### src/rtl/srv1_bus_pkg.sv
// Shared types and constants for the core-to-system-bus data bridge.
package srv1_bus_pkg;

    localparam int MASK_W          = 4;
    localparam int DEFAULT_TIMEOUT = 255;
    localparam int BUS_ADDR_W      = 30;
    localparam int BUS_DATA_W      = 32;

    typedef enum logic [1:0] {
        IDLE,
        ADDR,
        RESP,
        DONE
    } bus_state_e;

    typedef struct packed {
        logic                  we;
        logic [BUS_ADDR_W-1:0] addr;
        logic [MASK_W-1:0]     mask;
        logic [BUS_DATA_W-1:0] wdata;
        logic                  lock;
    } bus_req_t;

endpackage

### src/rtl/bus_timeout_counter.sv
// Response-wait counter: cleared at grant, counts waiting cycles and flags the
// last permitted cycle so the bridge can abort a silent bus.
module bus_timeout_counter #(
    parameter int TIMEOUT_CYCLES = 255
) (
    input  logic clk,
    input  logic async_rst_n,
    input  logic clear,
    input  logic enable,
    output logic expired
);

    localparam int CNT_W = $clog2(TIMEOUT_CYCLES + 1);
    localparam logic [CNT_W-1:0] LAST_COUNT = CNT_W'(TIMEOUT_CYCLES - 1);

    logic [CNT_W-1:0] count_q;

    // Saturates on the last cycle so an unconsumed expiry never wraps.
    always_ff @(posedge clk or negedge async_rst_n) begin
        if (!async_rst_n) begin
            count_q <= '0;
        end else if (clear) begin
            count_q <= '0;
        end else if (enable && !expired) begin
            count_q <= count_q + 1'b1;
        end
    end

    assign expired = (count_q == LAST_COUNT);

endmodule

### src/rtl/data_bus_bridge.sv
// Turns the core's single-cycle data request into a granted, acknowledged
// system-bus transaction, stalling the core until the bus answers.
module data_bus_bridge
    import srv1_bus_pkg::*;
#(
    parameter int ADDR_W         = BUS_ADDR_W,
    parameter int DATA_W         = BUS_DATA_W,
    parameter int TIMEOUT_CYCLES = DEFAULT_TIMEOUT
) (
    input  logic              clk,
    input  logic              async_rst_n,
    input  logic              clk_en,
    input  logic              core_req,
    input  logic              core_we,
    input  logic [ADDR_W-1:0] core_addr,
    input  logic [MASK_W-1:0] core_mask,
    input  logic [DATA_W-1:0] core_wdata,
    input  logic              core_lock,
    output logic [DATA_W-1:0] core_rdata,
    output logic              core_stall,
    output logic              core_err,
    output logic              bus_req,
    input  logic              bus_gnt,
    output logic              bus_we,
    output logic [ADDR_W-1:0] bus_addr,
    output logic [MASK_W-1:0] bus_mask,
    output logic [DATA_W-1:0] bus_wdata,
    output logic              bus_lock,
    input  logic              bus_rvalid,
    input  logic [DATA_W-1:0] bus_rdata
);

    bus_state_e state_q;
    bus_state_e state_d;
    bus_req_t   req_q;
    logic       timeout_expired;
    logic       cnt_clear;
    logic       cnt_enable;

    assign cnt_clear  = clk_en && (state_q == ADDR) && bus_gnt;
    assign cnt_enable = clk_en && (state_q == RESP);

    bus_timeout_counter #(
        .TIMEOUT_CYCLES(TIMEOUT_CYCLES)
    ) u_timeout (
        .clk        (clk),
        .async_rst_n(async_rst_n),
        .clear      (cnt_clear),
        .enable     (cnt_enable),
        .expired    (timeout_expired)
    );

    always_ff @(posedge clk or negedge async_rst_n) begin
        if (!async_rst_n) begin
            state_q <= IDLE;
        end else if (clk_en) begin
            state_q <= state_d;
        end
    end

    // An empty byte mask completes without touching the bus.
    always_comb begin
        state_d = state_q;
        case (state_q)
            IDLE: begin
                if (core_req) begin
                    state_d = (core_mask != '0) ? ADDR : DONE;
                end
            end
            ADDR: begin
                if (bus_gnt) begin
                    state_d = RESP;
                end
            end
            RESP: begin
                if (bus_rvalid || timeout_expired) begin
                    state_d = DONE;
                end
            end
            DONE: begin
                state_d = IDLE;
            end
            default: begin
                state_d = IDLE;
            end
        endcase
    end

    always_comb begin
        bus_req    = 1'b0;
        core_stall = 1'b0;
        case (state_q)
            IDLE: core_stall = core_req;
            ADDR: begin
                bus_req    = 1'b1;
                core_stall = 1'b1;
            end
            RESP: core_stall = 1'b1;
            default: begin
                bus_req    = 1'b0;
                core_stall = 1'b0;
            end
        endcase
    end

    // The lock survives idle gaps only while the core keeps asserting it;
    // an acknowledge that arrives on the timeout cycle still counts as success.
    always_ff @(posedge clk or negedge async_rst_n) begin
        if (!async_rst_n) begin
            req_q      <= '0;
            core_rdata <= '0;
            core_err   <= 1'b0;
        end else if (clk_en) begin
            case (state_q)
                IDLE: begin
                    if (core_req) begin
                        req_q    <= '{we: core_we, addr: core_addr, mask: core_mask,
                                      wdata: core_wdata, lock: core_lock};
                        core_err <= 1'b0;
                    end else begin
                        req_q.lock <= req_q.lock & core_lock;
                    end
                end
                RESP: begin
                    if (bus_rvalid) begin
                        if (!req_q.we) begin
                            core_rdata <= bus_rdata;
                        end
                    end else if (timeout_expired) begin
                        core_err <= 1'b1;
                    end
                end
                default: begin
                end
            endcase
        end
    end

    assign bus_we    = req_q.we;
    assign bus_addr  = req_q.addr;
    assign bus_mask  = req_q.mask;
    assign bus_wdata = req_q.wdata;
    assign bus_lock  = req_q.lock;

endmodule
### config.mk
export PLATFORM = sky130hd
export DESIGN_NAME = data_bus_bridge
export DESIGN_NICKNAME = d
export VERILOG_FILES = /design/src/rtl/srv1_bus_pkg.sv /design/src/rtl/bus_timeout_counter.sv /design/src/rtl/data_bus_bridge.sv
export SDC_FILE = /design/constraint.sdc
export NUM_CORES = 1
export LEC_CHECK = 0
export ABC_AREA = 1
export BUFFER_PORTS_ARGS = -buffer_cell sky130_fd_sc_hd__buf_2
export CELL_PAD_IN_SITES_DETAIL_PLACEMENT = 2
export CELL_PAD_IN_SITES_GLOBAL_PLACEMENT = 2
export CORE_MARGIN = 2
export CORE_UTILIZATION = 32
export CTS_BUF_LIST = sky130_fd_sc_hd__clkbuf_8
export DETAILED_ROUTE_END_ITERATION = 6
export HOLD_SLACK_MARGIN = 0.1
export PLACE_DENSITY = 0.95
export SLEW_MARGIN = 20
export SYNTH_ARGS = -nofsm -noshare
export SYNTH_HDL_FRONTEND = slang
export SYNTH_SLANG_ARGS = --single-unit
### constraint.sdc
create_clock -name clk -period 2.64 [get_ports clk]
set_input_delay 0.264 -clock clk [delete_from_list [all_inputs] [get_ports clk]]
set_output_delay 0.264 -clock clk [all_outputs]
set_load 0.005 [all_outputs]
After elaboration in Yosys (flattened, before gate mapping). Index checks and enable logic that the tools add are counted.

Input bits: 106. Register bits: 111.

Add/sub/neg operators: 1. Eq/ne operators: 9. Muxes and demuxes: 14. Reduce and logical (&&, ||, !) cells: 16. Bitwise logic cells: 2.

Operators with widths (number): 8-bit 2-to-1 mux (2); 8-bit by 1-bit adder with 8-bit output (second input constant) (1); 8-bit == test (second input constant) (1); 2-bit 2-to-1 mux (4); 2-bit != test (second input constant) (4); 2-bit one-hot mux with 4 select lines (1); 4-bit AND reduction (2); 1-bit 2-to-1 mux (5); 5-bit AND reduction (1); 2-bit == test (second input constant) (2); 1-bit logical AND (4); 1-bit one-hot mux with 2 select lines (2); 2-bit nonzero test (2); 4-bit nonzero test (1); 3-bit AND reduction (1); 2-bit by 1-bit == test with 1-bit output (second input constant) (1); 2-bit zero test (1); 2-bit by 1-bit != test with 1-bit output (second input constant) (1); 2-bit AND reduction (1); 2-bit OR reduction (1); 1-bit bitwise AND (1); 1-bit zero test (1); 1-bit logical OR (1); 1-bit inverter (1).

Logic depth before layout (Yosys ltp). Gate-level depths: netlist of the first run.

Depth in word-level cells: 5. Mapped depth: 10. Gate-level depth less buffers: 10.

Hierarchy. From an unflattened synthesis of the first run, not the netlist that was laid out.

Cell total of the unflattened synthesis: 549. Area, all modules: 4762.1 um^2.

By module, submodules not included: data_bus_bridge (cells an instance 478, instances 1, area an instance 4251.6 um^2); bus_timeout_counter (cells an instance 71, instances 1, area an instance 510.5 um^2).

Worst setup path after synthesis of the first run. Ideal clock, no wire load.

Kind: flip-flop to flip-flop. Start point: register state_q[0]. End point: register core_rdata[23]. Period minus slack after synthesis: 1.519 ns. Arrival: 1.392 ns. Required time: 2.513 ns. Buffers on the path: 1. Setup time: 0.127 ns. Cell stages (with the launch flop): 8. Path slack: 1.121 ns. Cells stage by stage: dfrtp_1 -> inv_1 -> ha_1 -> nand2_1 -> inv_2 -> nand2_4 -> buf_6 -> mux2_1.

Word-level cells in the longest chain between the ends: 2.

RTL lines: start: declaration (RTL line data_bus_bridge.sv:33) `bus_state_e state_q;`; start signal: assignment (RTL line data_bus_bridge.sv:57) `state_q <= state_d;`; 2-bit == test (RTL line data_bus_bridge.sv:114) `case (state_q)`; 4-bit AND reduction (no line); end signal: assignment (RTL line data_bus_bridge.sv:127) `core_rdata <= bus_rdata;`; end: declaration (RTL line data_bus_bridge.sv:19) `output logic [DATA_W-1:0] core_rdata,`.

Every way passes these cells. A chain may end at the register's enable or synchronous reset.

Worst setup path in the final report of the first run.
Start point: register state_q[0]. End point: output core_stall.

Word-level cells in the longest chain between the ends: 3. Elaborated cells between the ends (all ways): 5.

RTL lines: 2-bit by 1-bit == test with 1-bit output or 2-bit == test (tied branches) (RTL line data_bus_bridge.sv:92) `case (state_q)`; 2-bit OR reduction (no line); 1-bit one-hot mux with 2 select lines * (RTL line data_bus_bridge.sv:92); end: declaration (RTL line data_bus_bridge.sv:20) `output logic core_stall,`.

Mark *: on every way between the ends. The rest lies on a longest branch, timed or not.

==> results of run 1 <==
power by group through the flow:
stage / sequential [mW] / combinational (mW) / clock, mW
2_1_floorplan: 2.96 / 1.00 / 0
3_3_place_gp: 2.86 / 2.15 / 0
3_5_place_dp: 2.96 / 2.31 / 0
4_1_cts: 2.94 / 2.40 / 1.21
5_1_grt: 3.07 / 2.68 / 1.31
6_report: 2.97 / 2.44 / 1.20
layer usage:
| metal | vias up | GRT usage (%) | wire length [um] |
|---|---|---|---|
| met2 | 126 | 42.4 | 9410 |
| met1 | 1842 | 22.3 | 5560 |
| met3 | 24 | 4.18 | 808 |
| li1 | 1655 | - | - |
| met5 | - | 0 | 0 |
| met4 | 0 | 8.55 | 391 |
cell usage after synthesis, drive strengths merged:
master    n  area share, %
a21oi     5           0.56
buf       9            1.4
clkbuf    1          0.083
dfrtp   111             62
ha        7            1.9
inv      21            1.8
mux2     95             24
nand2    41            3.6
nand3    14            1.7
nand3b    1           0.17
nand4     3           0.42
nor2     14            1.3
o21ai     6           0.67
o22ai     1           0.14
or2       1           0.14
xor2      3           0.58
stage by stage:
stage	worst slack [ps]	std cells	total power, mW
after floorplan	1120	333	3.96
after global placement	909	715	5.01
after detailed placement	764	715	5.28
after CTS	727	784	6.55
after global routing	597	792	7.05
final	724	792	6.61
layout make-up:
type,instances,share of cell area (%)
Sequential cell,111,42.2
Timing Repair Buffer,270,25.5
Multi-Input combinational cell,191,24.0
Tap cell,180,3.42
Clock buffer,10,2.09
Clock inverter,6,1.46
Inverter,21,1.20
Antenna cell,3,0.114
worst max-delay path by stage:
stage | startpoint | end | slack, ps | depth (start not counted)
6_report | state_q[0] | core_stall | 720 | 5
3_3_place_gp | state_q[0] | core_rdata[11] | 910 | 6
4_1_cts | state_q[0] | core_stall | 730 | 5
2_1_floorplan | state_q[0] | core_rdata[23] | 1120 | 7
5_1_grt | state_q[0] | core_stall | 600 | 5
3_5_place_dp | state_q[0] | core_rdata[23] | 760 | 6
repair_timing:
action | 4_1_cts | 5_1_grt
gates resized for setup | 0 | 0
hold buffers | 53 | 5
hold endpoints to repair | 91 | 5
state kept, by name, summed over array words and instances (netlist names):
name and cells:
bus_addr 30, bus_lock 1, bus_mask 4, bus_wdata 32, bus_we 1, core_err 1
core_rdata 32, state_q 2, u_timeout.count_q 8
layout by cell type (no fill, tap or decap):
cell / n
clkbuf_8: 10
nand3_4: 1
mux2_2: 93
diode_2: 3
nand3_1: 13
nor2_1: 13
buf_4: 3
buf_12: 2
mux2_1: 2
nand3b_1: 1
a21oi_1: 5
buf_2: 207
ha_1: 7
nand2_1: 40
xor2_1: 3
clkinv_8: 1
dlygate4sd3_1: 58
nor2_4: 1
o22ai_1: 1
bufinv_16: 2
inv_2: 1
o21ai_0: 6
clkinvlp_4: 1
dfrtp_1: 111
nand4_1: 3
clkinv_4: 1
or2_2: 1
inv_1: 21
nand2_4: 1
worst register-to-register path: cells and delay by family (launching register included):
| kind | cells | cell delay, ps |
|---|---|---|
| flip-flops | 1 | 430 |
| multiplexers | 1 | 430 |
| adder cells (fa/ha/maj) | 1 | 260 |
| AND/OR/NAND/NOR | 2 | 370 |
| buffers and inverters | 2 | 270 |
kinds of logic (layout without fill, tap and decap cells):
family                     Yosys count  after routing  synth area share, %
AOI/OAI and AO/OA                   12             12                 1.36
DFF                                111            111                 61.8
buffers and inverters               31            307                 3.25
and+or+nand+nor                     74             74                 7.32
muxes                               95             95                 23.8
xor gates and xnor gates             3              3                0.584
other                                0              3                    0
adders and majority gates            7              7                 1.95
==> metrics.sh, run 1 <==
ROOT_BUFFER='clkbuf_8'
RSZ0062_AT_GRT='no'
POWER.SHARE.COMBINATIONAL_PCT=36.9
AVGVIACOUNTPERCELL=4.60
WORST-R2R-CELL-COUNT=6
WORST_MAX_SLEW_PIN_SLEW_PS=581
FLOORPLAN.DIE.WIDTH_UM=123
CTS_INSERTED_BUFFERS=9
WORSTSETUPENDPOINTTYPE='output pin'
MIN_DELAY_WORST_ENDPOINT='bus_wdata[16]'
CRIT_PATH_MAX_INCR_DELAY_PS=430
SYNTH-SEQ-CELLS=111
FP.DIEAREA_MM2=0.0150
CLOCK_SKEW_PS=20.8
CELLINTERNALPOWER_mW=4.37
INITIAL_CORE_UTIL_PCT=32.5
SYNTH_AREA_PER_CELL_UM2=13.5
GRT_FIRST_PASS_WIRELENGTH_MM=24.2
FINAL_LAYOUT_SIZE_SUFFIX_GT1_SHARE_PCT=53.4
NETLIST_INSTANCES=333
DIE-HEIGHT_UM=123
NUMBER_OF_NETS_IN_THE_FINAL_LAYOUT=717
HOLD_VIOL_FINAL=0
CP_CELL_SEQUENCE='inv_1, ha_1, nand2_1, a21oi_1, buf_2'
CPMAXSTAGEDELAYCELL='dfrtp_1'
PATH_DELAY_FAMILY='flip-flops'
POST-ROUTE-DRC-COUNT=0
FINAL_CORE_UTIL_PCT=47.6
ROUTED_WL_MM=16.2
CRIT-REG2REG-CAPTURE='core_rdata[23]'
POWER_DENSITY_mW_PER_MM2=1000
WORST-ENDPOINT-ARRIVAL_PS=1650
POST_DP_CELL_AREA_MM2=0.00576
FIRST_GLOBAL_VIAS=4287
SETUP_CRIT_PATH_KIND='register to output pin'
HOLD-WORST-SLACK_PS=119
CLK_LATENCY_PS=390
DETAILROUTE.VIA_COUNT=3647
HTREEDEPTH=3
STATUS='finished clean'
MAXIMUM_VDD_DROP_uV=408
POWER_SWITCHING_mW=2.24
PORTION_OF_TOTAL_POWER_ATTRIBUTED_TO_THE_CLOCK_NETWORK_PCT=18.2
HPWL_MM=10.5
FINAL_MAX_SLEW_VIOL_COUNT=0
SYNTH_SEQ_AREA_SHARE_PCT=61.8
CTS_BUFFER_DEPTH=2
NUMBER_OF_BUFFERS_AND_INVERTERS_ON_THE_CRITICAL_PATH=2
FINAL-SETUP-VIOL-COUNT=0
CLK_PIN_SLEW_PS=110
MAX_CAP_VIOL=0
WORSTHOLDPATHTYPE='primary input to register'
P_LEAK_nW=3.37
MAXIMUM_NUMBER_OF_PINS_ON_ONE_NET_BEFORE_GLOBAL_ROUTE_REPAIR=49
ANTENNA_FOUND_INITIAL=3
CTS_NUM_SINKS=111
CRITICAL_PATH.MAX_FANOUT=4
HOLD-PATH-CELL-COUNT=2
POSTSYNTHNETCOUNT=446
DRTPASS1ITERATIONS=4
MAXCLOCKFREQUENCY_GHz=0.522
TIMING.FINAL.CRIT_SHARE_PCT=72.6
SYNTHTOLAYOUTAREAGROWTH_PCT=46.4
TRITONCTS='done'
P_SW_SHARE_PCT=33.9
IO_PINS=209
REG2REG_FROM='state_q[0]'
AREA_OF_THE_MULTI_INPUT_GATES_MM2=0.00158
R2R_SLACK_PS=780
WORST_RELATIVE_SLEW_SLACK_PCT=61.2
NFILLCELLS=1373
IO_BUFFER_COUNT=208
FLOORPLAN.ROWS=43
CP_DATA_REQUIRED_TIME_PS=2380
POST_CTS.REPAIR.SETUP_BUFFERS=0
SEQPWRFRAC_PCT=44.9
CRIT_PATH_LAUNCH_TYPE='register'
ANT_NETS=0
SEQ_AREA_MM2=0.00278
GPL.FINAL_WEIGHTED_CONGESTION=0.752
YS_TYPES=22
GRT_USE_TOTAL_PCT=21.6
FIRST_ITER_VIOLATIONS=89
FINALCRITICALPERIOD_PS=1920
SYNTHESIS.YOSYS.WARNINGS=0
FIN_TNS_SETUP_PS=0
DRT-WIRELENGTH-PER-CELL_UM=20.4
GLOBAL_ROUTE.OVERFLOW_TOTAL=0
CORE_REGION_AREA_MM2=0.0138
FINISH.INSTANCE_AREA_MM2=0.00658
NETLIST_AREA_MM2=0.00450
MIN-DELAY-START='core_wdata[16]'
Power figures use the tool's default switching activity.
==> run 2, diff against run 1 <==
--- a/config.mk
+++ b/config.mk
@@ -10,11 +10,11 @@
 export CELL_PAD_IN_SITES_DETAIL_PLACEMENT = 2
 export CELL_PAD_IN_SITES_GLOBAL_PLACEMENT = 2
 export CORE_MARGIN = 2
-export CORE_UTILIZATION = 32
+export CORE_UTILIZATION = 27
 export CTS_BUF_LIST = sky130_fd_sc_hd__clkbuf_8
 export DETAILED_ROUTE_END_ITERATION = 6
 export HOLD_SLACK_MARGIN = 0.1
-export PLACE_DENSITY = 0.95
+export PLACE_DENSITY = 0.9
 export SLEW_MARGIN = 20
 export SYNTH_ARGS = -nofsm -noshare
 export SYNTH_HDL_FRONTEND = slang
==> constraint.sdc (replaced) <==
create_clock -name clk -period 1.6 [get_ports clk]
set_input_delay 0.16 -clock clk [delete_from_list [all_inputs] [get_ports clk]]
set_output_delay 0.16 -clock clk [all_outputs]
set_load 0.005 [all_outputs]
==> run 2 against run 1 <==
  * The run now ends with setup timing left
  * First-iteration DRC count down 29%
  * Power up 66%
  * Non-clock buffer count up 63
  * Sequential power up 66%
  * Routed wire length up 9.0%
  * Largest power group unchanged
==> metrics.sh, run 2 (same netlist as run 1, synthesis figures left out) <==
STATUS='finished, violations left'
FAILED_CHECKS='setup timing'
CTS_INSERTED_BUFFERS=9  # unchanged
GRT_FIRST_PASS_WIRELENGTH_MM=27.1  # +12%
DRT-WIRELENGTH-PER-CELL_UM=19.7  # -3.3%
WORSTSETUPENDPOINTTYPE='register'
CTS_NUM_SINKS=111  # unchanged
FIRST_GLOBAL_VIAS=4729  # +10%
CRIT_PATH_LAUNCH_TYPE='register'
FLOORPLAN.DIE.WIDTH_UM=133  # +8.6%
PATH_DELAY_FAMILY='buffers and inverters'
MOSTFREQUENTLAYOUTCELL='buf_2'
CLOCK_SKEW_PS=19.7  # -1.11 ps
ROOT_BUFFER='clkbuf_8'
IO_PINS=209  # unchanged
CRITICAL_PATH_DEPTH=8  # +3
HPWL_MM=10.9  # +4.5%
MAXIMUM_VDD_DROP_uV=537  # +32%
FINISH.INSTANCE_AREA_MM2=0.00733  # +11%
WORST_RELATIVE_SLEW_SLACK_PCT=78.2  # +17 points
SEQ_AREA_MM2=0.00278  # unchanged
ANTENNA_FOUND_INITIAL=1  # -2
POWER.TOTAL_mW=11.0  # +66%
TIMING.CRITICAL_PATH.TO='core_rdata[8]'
CTS_BUFFER_DEPTH=2  # unchanged
CORE_REGION_AREA_MM2=0.0164  # +19%
WORST-ENDPOINT-ARRIVAL_PS=1900  # +250 ps
CLK_PIN_SLEW_PS=100  # about the same
GLOBAL_ROUTE.OVERFLOW_TOTAL=0  # unchanged
FLOORPLAN.ROWS=47  # +9.3%
CRITICAL_PATH.MAX_FANOUT=8  # +4
POSTLAYOUTSETUPSLACKWORST_PS=-36.2  # -761 ps
MAXIMUM_NUMBER_OF_PINS_ON_ONE_NET_BEFORE_GLOBAL_ROUTE_REPAIR=42  # -14%
ANT_NETS=0  # unchanged
R2R_SLACK_PS=-40  # -820 ps
WORSTHOLDPATHTYPE='primary input to register'
NUMBER_OF_NETS_IN_THE_FINAL_LAYOUT=780  # +8.8%
CLK_LATENCY_PS=400  # about the same
AVGVIACOUNTPERCELL=4.36  # -5.3%
RSZ0062_AT_GRT='yes'
TIMING.FINAL.CRIT_SHARE_PCT=102
SYNTHTOLAYOUTAREAGROWTH_PCT=63.1
CP-STARTPOINT='state_q[0]'
CP_DATA_REQUIRED_TIME_PS=1860  # -520 ps
INITIAL_CORE_UTIL_PCT=27.4  # -5.1 points
POST-ROUTE-DRC-COUNT=0  # unchanged
NUMBER_OF_BUFFERS_AND_INVERTERS_ON_THE_CRITICAL_PATH=4  # +2
WORST_MAX_SLEW_PIN_SLEW_PS=326  # -255 ps
CPMAXSTAGEDELAYCELL='dfrtp_1'
NFILLCELLS=1689  # +23%
HOLD_VIOL_FINAL=0  # unchanged
MAX_CAP_VIOL=0  # unchanged
FINAL-SETUP-VIOL-COUNT=12  # +12
ROUTED_WL_MM=17.6  # +9.0%
POST_DP_CELL_AREA_MM2=0.00594  # +3.1%
CP_CELL_SEQUENCE='inv_2, buf_4, ha_4, nand2_4, inv_4, nand2_8, clkbuf_16, mux2_2'
FINAL_MAX_SLEW_VIOL_COUNT=0  # unchanged
FIRST_ITER_VIOLATIONS=63  # -29%
TRITONCTS='done'
HOLD-WORST-SLACK_PS=179  # +60.4 ps
POWER_DENSITY_mW_PER_MM2=1500  # +49%
CRIT_PATH_MAX_INCR_DELAY_PS=390  # -40 ps
REG2REG_FROM='state_q[0]'
FINALCRITICALPERIOD_PS=1640
P_LEAK_nW=3.67  # +9.1%
DETAILROUTE.VIA_COUNT=3893  # +6.7%
GPL.FINAL_WEIGHTED_CONGESTION=0.770  # +2.3%
AREA_OF_THE_MULTI_INPUT_GATES_MM2=0.00166  # +5.0%
FP.DIEAREA_MM2=0.0177  # +18%
IO_BUFFER_COUNT=208  # unchanged
WORST-R2R-CELL-COUNT=8  # +2
CRIT-REG2REG-CAPTURE='core_rdata[8]'
LAYOUT.CELLS.MOST_COMMON_LIST='207 x buf_2, 111 x dfrtp_1, 101 x dlygate4sd3_1'
HTREEDEPTH=3  # unchanged
FINAL_LAYOUT_SIZE_SUFFIX_GT1_SHARE_PCT=53.3  # -0.092 points
SETUP_CRIT_PATH_KIND='register to register'
DRTPASS1ITERATIONS=4  # unchanged
MAXCLOCKFREQUENCY_GHz=0.611
GRT_USE_TOTAL_PCT=20.5  # -1.2 points
DIE-HEIGHT_UM=133  # +8.6%
-- run 2: final cells by class --
| type | count | area share [%] |
|---|---|---|
| clock inverters | 7 | 0.802 |
| multi-input cells | 191 | 22.6 |
| inverters | 21 | 1.11 |
| diodes | 1 | 0.0341 |
| clock buffers | 9 | 1.69 |
| flip-flops and latches | 111 | 37.9 |
| repair buffers | 333 | 32.1 |
| well taps | 220 | 3.75 |
-- run 2: how the worst min path moves through the flow --
stage,depth (start not counted),endpoint,from,slack (ps)
5_1_grt,2,bus_wdata[25],async_rst_n,200
3_5_place_dp,1,state_q[0],async_rst_n,70
2_1_floorplan,0,bus_addr[0],async_rst_n,-140
4_1_cts,4,bus_lock,clk_en,140
3_3_place_gp,1,state_q[0],async_rst_n,70
6_report,5,state_q[0],bus_gnt,180
-- run 2: what timing repair did --
action | CTS | global route
gates resized for setup | 11 | 12
cloned | 2 | 1
hold buffers | 101 | 0
buffers inserted | 4 | 1
pin swaps | 0 | 3
endpoints found under the hold margin | 211 | 0
setup endpoints to repair | 46 | 39
-- run 2: worst register-to-register path, stage by stage, from the launching register on --
cell       delay, ps
dfrtp_1          390
inv_2             70
buf_4            140
ha_4             160
nand2_4           60
inv_4             50
nand2_8          120
clkbuf_16        190
mux2_2           340
-- run 2: layer usage --
layer / global-route usage [%] / wire [um] / up-vias
li1: - / - / 1789
met1: 19.6 / 6080 / 1925
met2: 41.4 / 10200 / 140
met3: 3.98 / 727 / 39
met4: 9.32 / 622 / 0
met5: 0 / 0 / -
-- run 2: power by group --
part | leakage, nW | internal, mW | switching [mW]
Clock | 0.0995 | 0.590 | 1.05
Sequential | 1.36 | 4.09 | 0.823
Combinational | 2.22 | 2.49 | 1.94
-- run 2: per-stage QoR --
step,TNS [ps],cells,utilization (%),setup slack [ps]
3_3_place_gp,0,767,36.2,68.7
5_1_grt,-1960,893,44.7,-97.6
4_1_cts,-296,890,44.2,-67.0
6_report,-155,893,44.7,-36.2
3_5_place_dp,-225,767,36.2,-67.3
2_1_floorplan,0,333,-,80.8
==> run 3, diff against run 2 <==
--- a/config.mk
+++ b/config.mk
@@ -7,14 +7,14 @@
 export LEC_CHECK = 0
 export ABC_AREA = 1
 export BUFFER_PORTS_ARGS = -buffer_cell sky130_fd_sc_hd__buf_2
-export CELL_PAD_IN_SITES_DETAIL_PLACEMENT = 2
-export CELL_PAD_IN_SITES_GLOBAL_PLACEMENT = 2
+export CELL_PAD_IN_SITES_DETAIL_PLACEMENT = 1
+export CELL_PAD_IN_SITES_GLOBAL_PLACEMENT = 1
 export CORE_MARGIN = 2
-export CORE_UTILIZATION = 27
+export CORE_UTILIZATION = 33
 export CTS_BUF_LIST = sky130_fd_sc_hd__clkbuf_8
 export DETAILED_ROUTE_END_ITERATION = 6
 export HOLD_SLACK_MARGIN = 0.1
-export PLACE_DENSITY = 0.9
+export PLACE_DENSITY = 0.89
 export SLEW_MARGIN = 20
 export SYNTH_ARGS = -nofsm -noshare
 export SYNTH_HDL_FRONTEND = slang
==> run 3 against run 2 <==
  * The flow still finishes with violations (setup timing)
  * Fmax fell by 1.3%
  * Sequential share of layout area fell by 0.37 points
  * Critical path type unchanged
  * Core utilization rose by 11 points
==> metrics.sh, run 3 (same netlist as run 1, synthesis figures left out) <==
STATUS='finished, violations left'
FAILED_CHECKS='setup timing'
POST-ROUTE-DRC-COUNT=0  # unchanged
NUMBER_OF_NETS_IN_THE_FINAL_LAYOUT=784  # +0.51%
GLOBAL_ROUTE.OVERFLOW_TOTAL=0  # unchanged
IO_PINS=209  # unchanged
CLK_LATENCY_PS=370  # -30 ps
CORE_REGION_AREA_MM2=0.0133  # -19%
POWER.TOTAL_mW=11.3  # +3.0%
GPL.FINAL_WEIGHTED_CONGESTION=0.824  # +7.0%
FINALCRITICALPERIOD_PS=1660  # +22.3 ps
GRT_USE_TOTAL_PCT=21.5  # +1.1 points
TIMING.FINAL.CRIT_SHARE_PCT=104  # +1.4 points
RSZ0062_AT_GRT='yes'
ROOT_BUFFER='clkbuf_8'
CP_DATA_REQUIRED_TIME_PS=1860  # about the same
AVGVIACOUNTPERCELL=4.66  # +6.8%
CRITICAL_PATH.MAX_FANOUT=11  # +3
DIE-HEIGHT_UM=121  # -9.3%
FINAL_LAYOUT_SIZE_SUFFIX_GT1_SHARE_PCT=53.8  # +0.50 points
WORSTSETUPENDPOINTTYPE='register'
FINAL-SETUP-VIOL-COUNT=87  # +75
FIRST_GLOBAL_VIAS=4577  # -3.2%
WORSTHOLDPATHTYPE='primary input to register'
PRE_CTS_SLACK_PS=-23.0  # +44.3 ps
FINAL_MAX_SLEW_VIOL_COUNT=0  # unchanged
HPWL_MM=9.11  # -17%
CLOCK_SKEW_PS=8.96  # -10.7 ps
CRITICAL_PATH_DEPTH=7  # -1
FIRST_ITER_VIOLATIONS=160  # +150%
MIN-DELAY-START='bus_rvalid'
NUMBER_OF_BUFFERS_AND_INVERTERS_ON_THE_CRITICAL_PATH=4  # unchanged
POWER_DENSITY_mW_PER_MM2=1530  # +2.0%
TRITONCTS='done'
DPL.CELL_COUNT=720  # -6.1%
CTS_INSERTED_BUFFERS=9  # unchanged
PORTION_OF_TOTAL_POWER_ATTRIBUTED_TO_THE_CLOCK_NETWORK_PCT=16.3  # +1.4 points
DRTPASS1ITERATIONS=4  # unchanged
WORST-ENDPOINT-ARRIVAL_PS=1920  # +20 ps
REG2REG_FROM='state_q[1]'
POSTLAYOUTSETUPSLACKWORST_PS=-58.5  # -22.3 ps
ANTENNA_FOUND_INITIAL=1  # unchanged
FLOORPLAN.ROWS=42  # -11%
ANT_NETS=0  # unchanged
CELLINTERNALPOWER_mW=7.57  # +5.6%
P_LEAK_nW=3.74  # +1.7%
MAX_CAP_VIOL=0  # unchanged
LAYOUT.CELLS.MOST_COMMON_LIST='207 x buf_2, 111 x dfrtp_1, 101 x dlygate4sd3_1'
WORST_MAX_SLEW_PIN_SLEW_PS=594  # +268 ps
MAXIMUM_VDD_DROP_uV=599  # +12%
P_SW_SHARE_PCT=33.1  # -1.6 points
CPMAXSTAGEDELAYCELL='dfrtp_1'
SETUP_CRIT_PATH_KIND='register to register'
DRT-WIRELENGTH-PER-CELL_UM=19.3  # -2.1%
MAXIMUM_NUMBER_OF_PINS_ON_ONE_NET_BEFORE_GLOBAL_ROUTE_REPAIR=112  # +170%
ROUTED_WL_MM=16.5  # -6.6%
HTREEDEPTH=3  # unchanged
CLK_PIN_SLEW_PS=110  # about the same
IO_BUFFER_COUNT=208  # unchanged
DETAILROUTE.VIA_COUNT=3967  # +1.9%
HOLD-PATH-CELL-COUNT=6  # +1
POWER.SHARE.COMBINATIONAL_PCT=40.3  # about the same
CP_CELL_SEQUENCE='buf_6, inv_4, ha_4, buf_4, nand3_4, buf_12, mux2_2'
FLOORPLAN.DIE.WIDTH_UM=121  # -9.3%
FP.DIEAREA_MM2=0.0146  # -18%
MAXCLOCKFREQUENCY_GHz=0.603  # -1.3%
CRIT_PATH_MAX_INCR_DELAY_PS=390  # about the same
MOSTFREQUENTLAYOUTCELL='buf_2'
CTS_NUM_SINKS=111  # unchanged
SYNTHTOLAYOUTAREAGROWTH_PCT=64.7
WORST-R2R-CELL-COUNT=7  # -1
CP-STARTPOINT='state_q[1]'
INITIAL_CORE_UTIL_PCT=33.8  # +6.4 points
HOLD_VIOL_FINAL=0  # unchanged
INSTANCES_NO_FILL=852  # -4.6%
HOLD-WORST-SLACK_PS=177  # -1.66 ps
CRIT_PATH_LAUNCH_TYPE='register'
WORST_RELATIVE_SLEW_SLACK_PCT=60.4  # -18 points
POWER_SWITCHING_mW=3.74  # -1.8%
GRT_FIRST_PASS_WIRELENGTH_MM=24.0  # -12%
PATH_DELAY_FAMILY='buffers and inverters'
SEQPWRFRAC_PCT=43.3  # -1.5 points
CTS_BUFFER_DEPTH=2  # unchanged
-- run 3: power by group through the flow --
stage          Combinational [mW]  Clock [mW]  Sequential [mW]
2_1_floorplan                1.66           0             4.88
3_3_place_gp                 3.61           0             4.73
3_5_place_dp                 3.82           0             4.85
4_1_cts                      4.23        1.87             4.80
5_1_grt                      4.94        2.00             5.05
6_report                     4.56        1.85             4.90
-- run 3: final timing paths --
kind / to / slack (ps)
hold reg to reg: core_rdata[13] / 510
setup reg to reg: bus_addr[20] / -60
max in group asynchronous: core_rdata[30] / 750
setup / recovery: bus_addr[20] / -60
min in group asynchronous: bus_addr[25] / 390
hold / removal: core_err / 180
-- run 3: repair_timing --
action                     CTS  global route
setup endpoints to repair   54           106
hold buffers               101             0
pin swaps                    2             3
hold endpoints to repair   211             0
setup buffers                5             1
cloned                       3             6
gates resized for setup     17            24
-- run 3: worst register-to-register path: cells and delay by family (launching register included) --
| kind | cells | cell delay, ps |
|---|---|---|
| DFF | 1 | 390 |
| buffers and inverters | 4 | 480 |
| muxes | 1 | 370 |
| and+or+nand+nor | 1 | 170 |
| adders and majority gates | 1 | 150 |
-- run 3: through the flow --
stage / setup TNS (ps) / instance area, um^2 / util, %
after global routing: -7940 / 7410 / 55.7
after global placement: 0 / 5840 / 43.9
after floorplan: 0 / 4500 / -
after detailed placement: -135 / 5840 / 43.9
final: -1830 / 7410 / 55.7
after CTS: -1250 / 7220 / 54.3
-- run 3: metal layers --
layer	part of all wire, %	wire (um)	GRT usage, %
met1	36	5860	21.8
met5	0	0	0
met2	56	9250	43.1
met3	4.8	792	4.06
met4	3.4	559	7.92
-- run 3: area by class of cell --
cell class / instances / area (um^2)
Sequential cell: 111 / 2780
Inverter: 21 / 83.8
Timing Repair Buffer: 336 / 2440
Fill cell: 1418 / 5890
Multi-Input combinational cell: 192 / 1670
Clock buffer: 9 / 124
Tap cell: 176 / 220
Clock inverter: 6 / 86.3
Antenna cell: 1 / 2.50
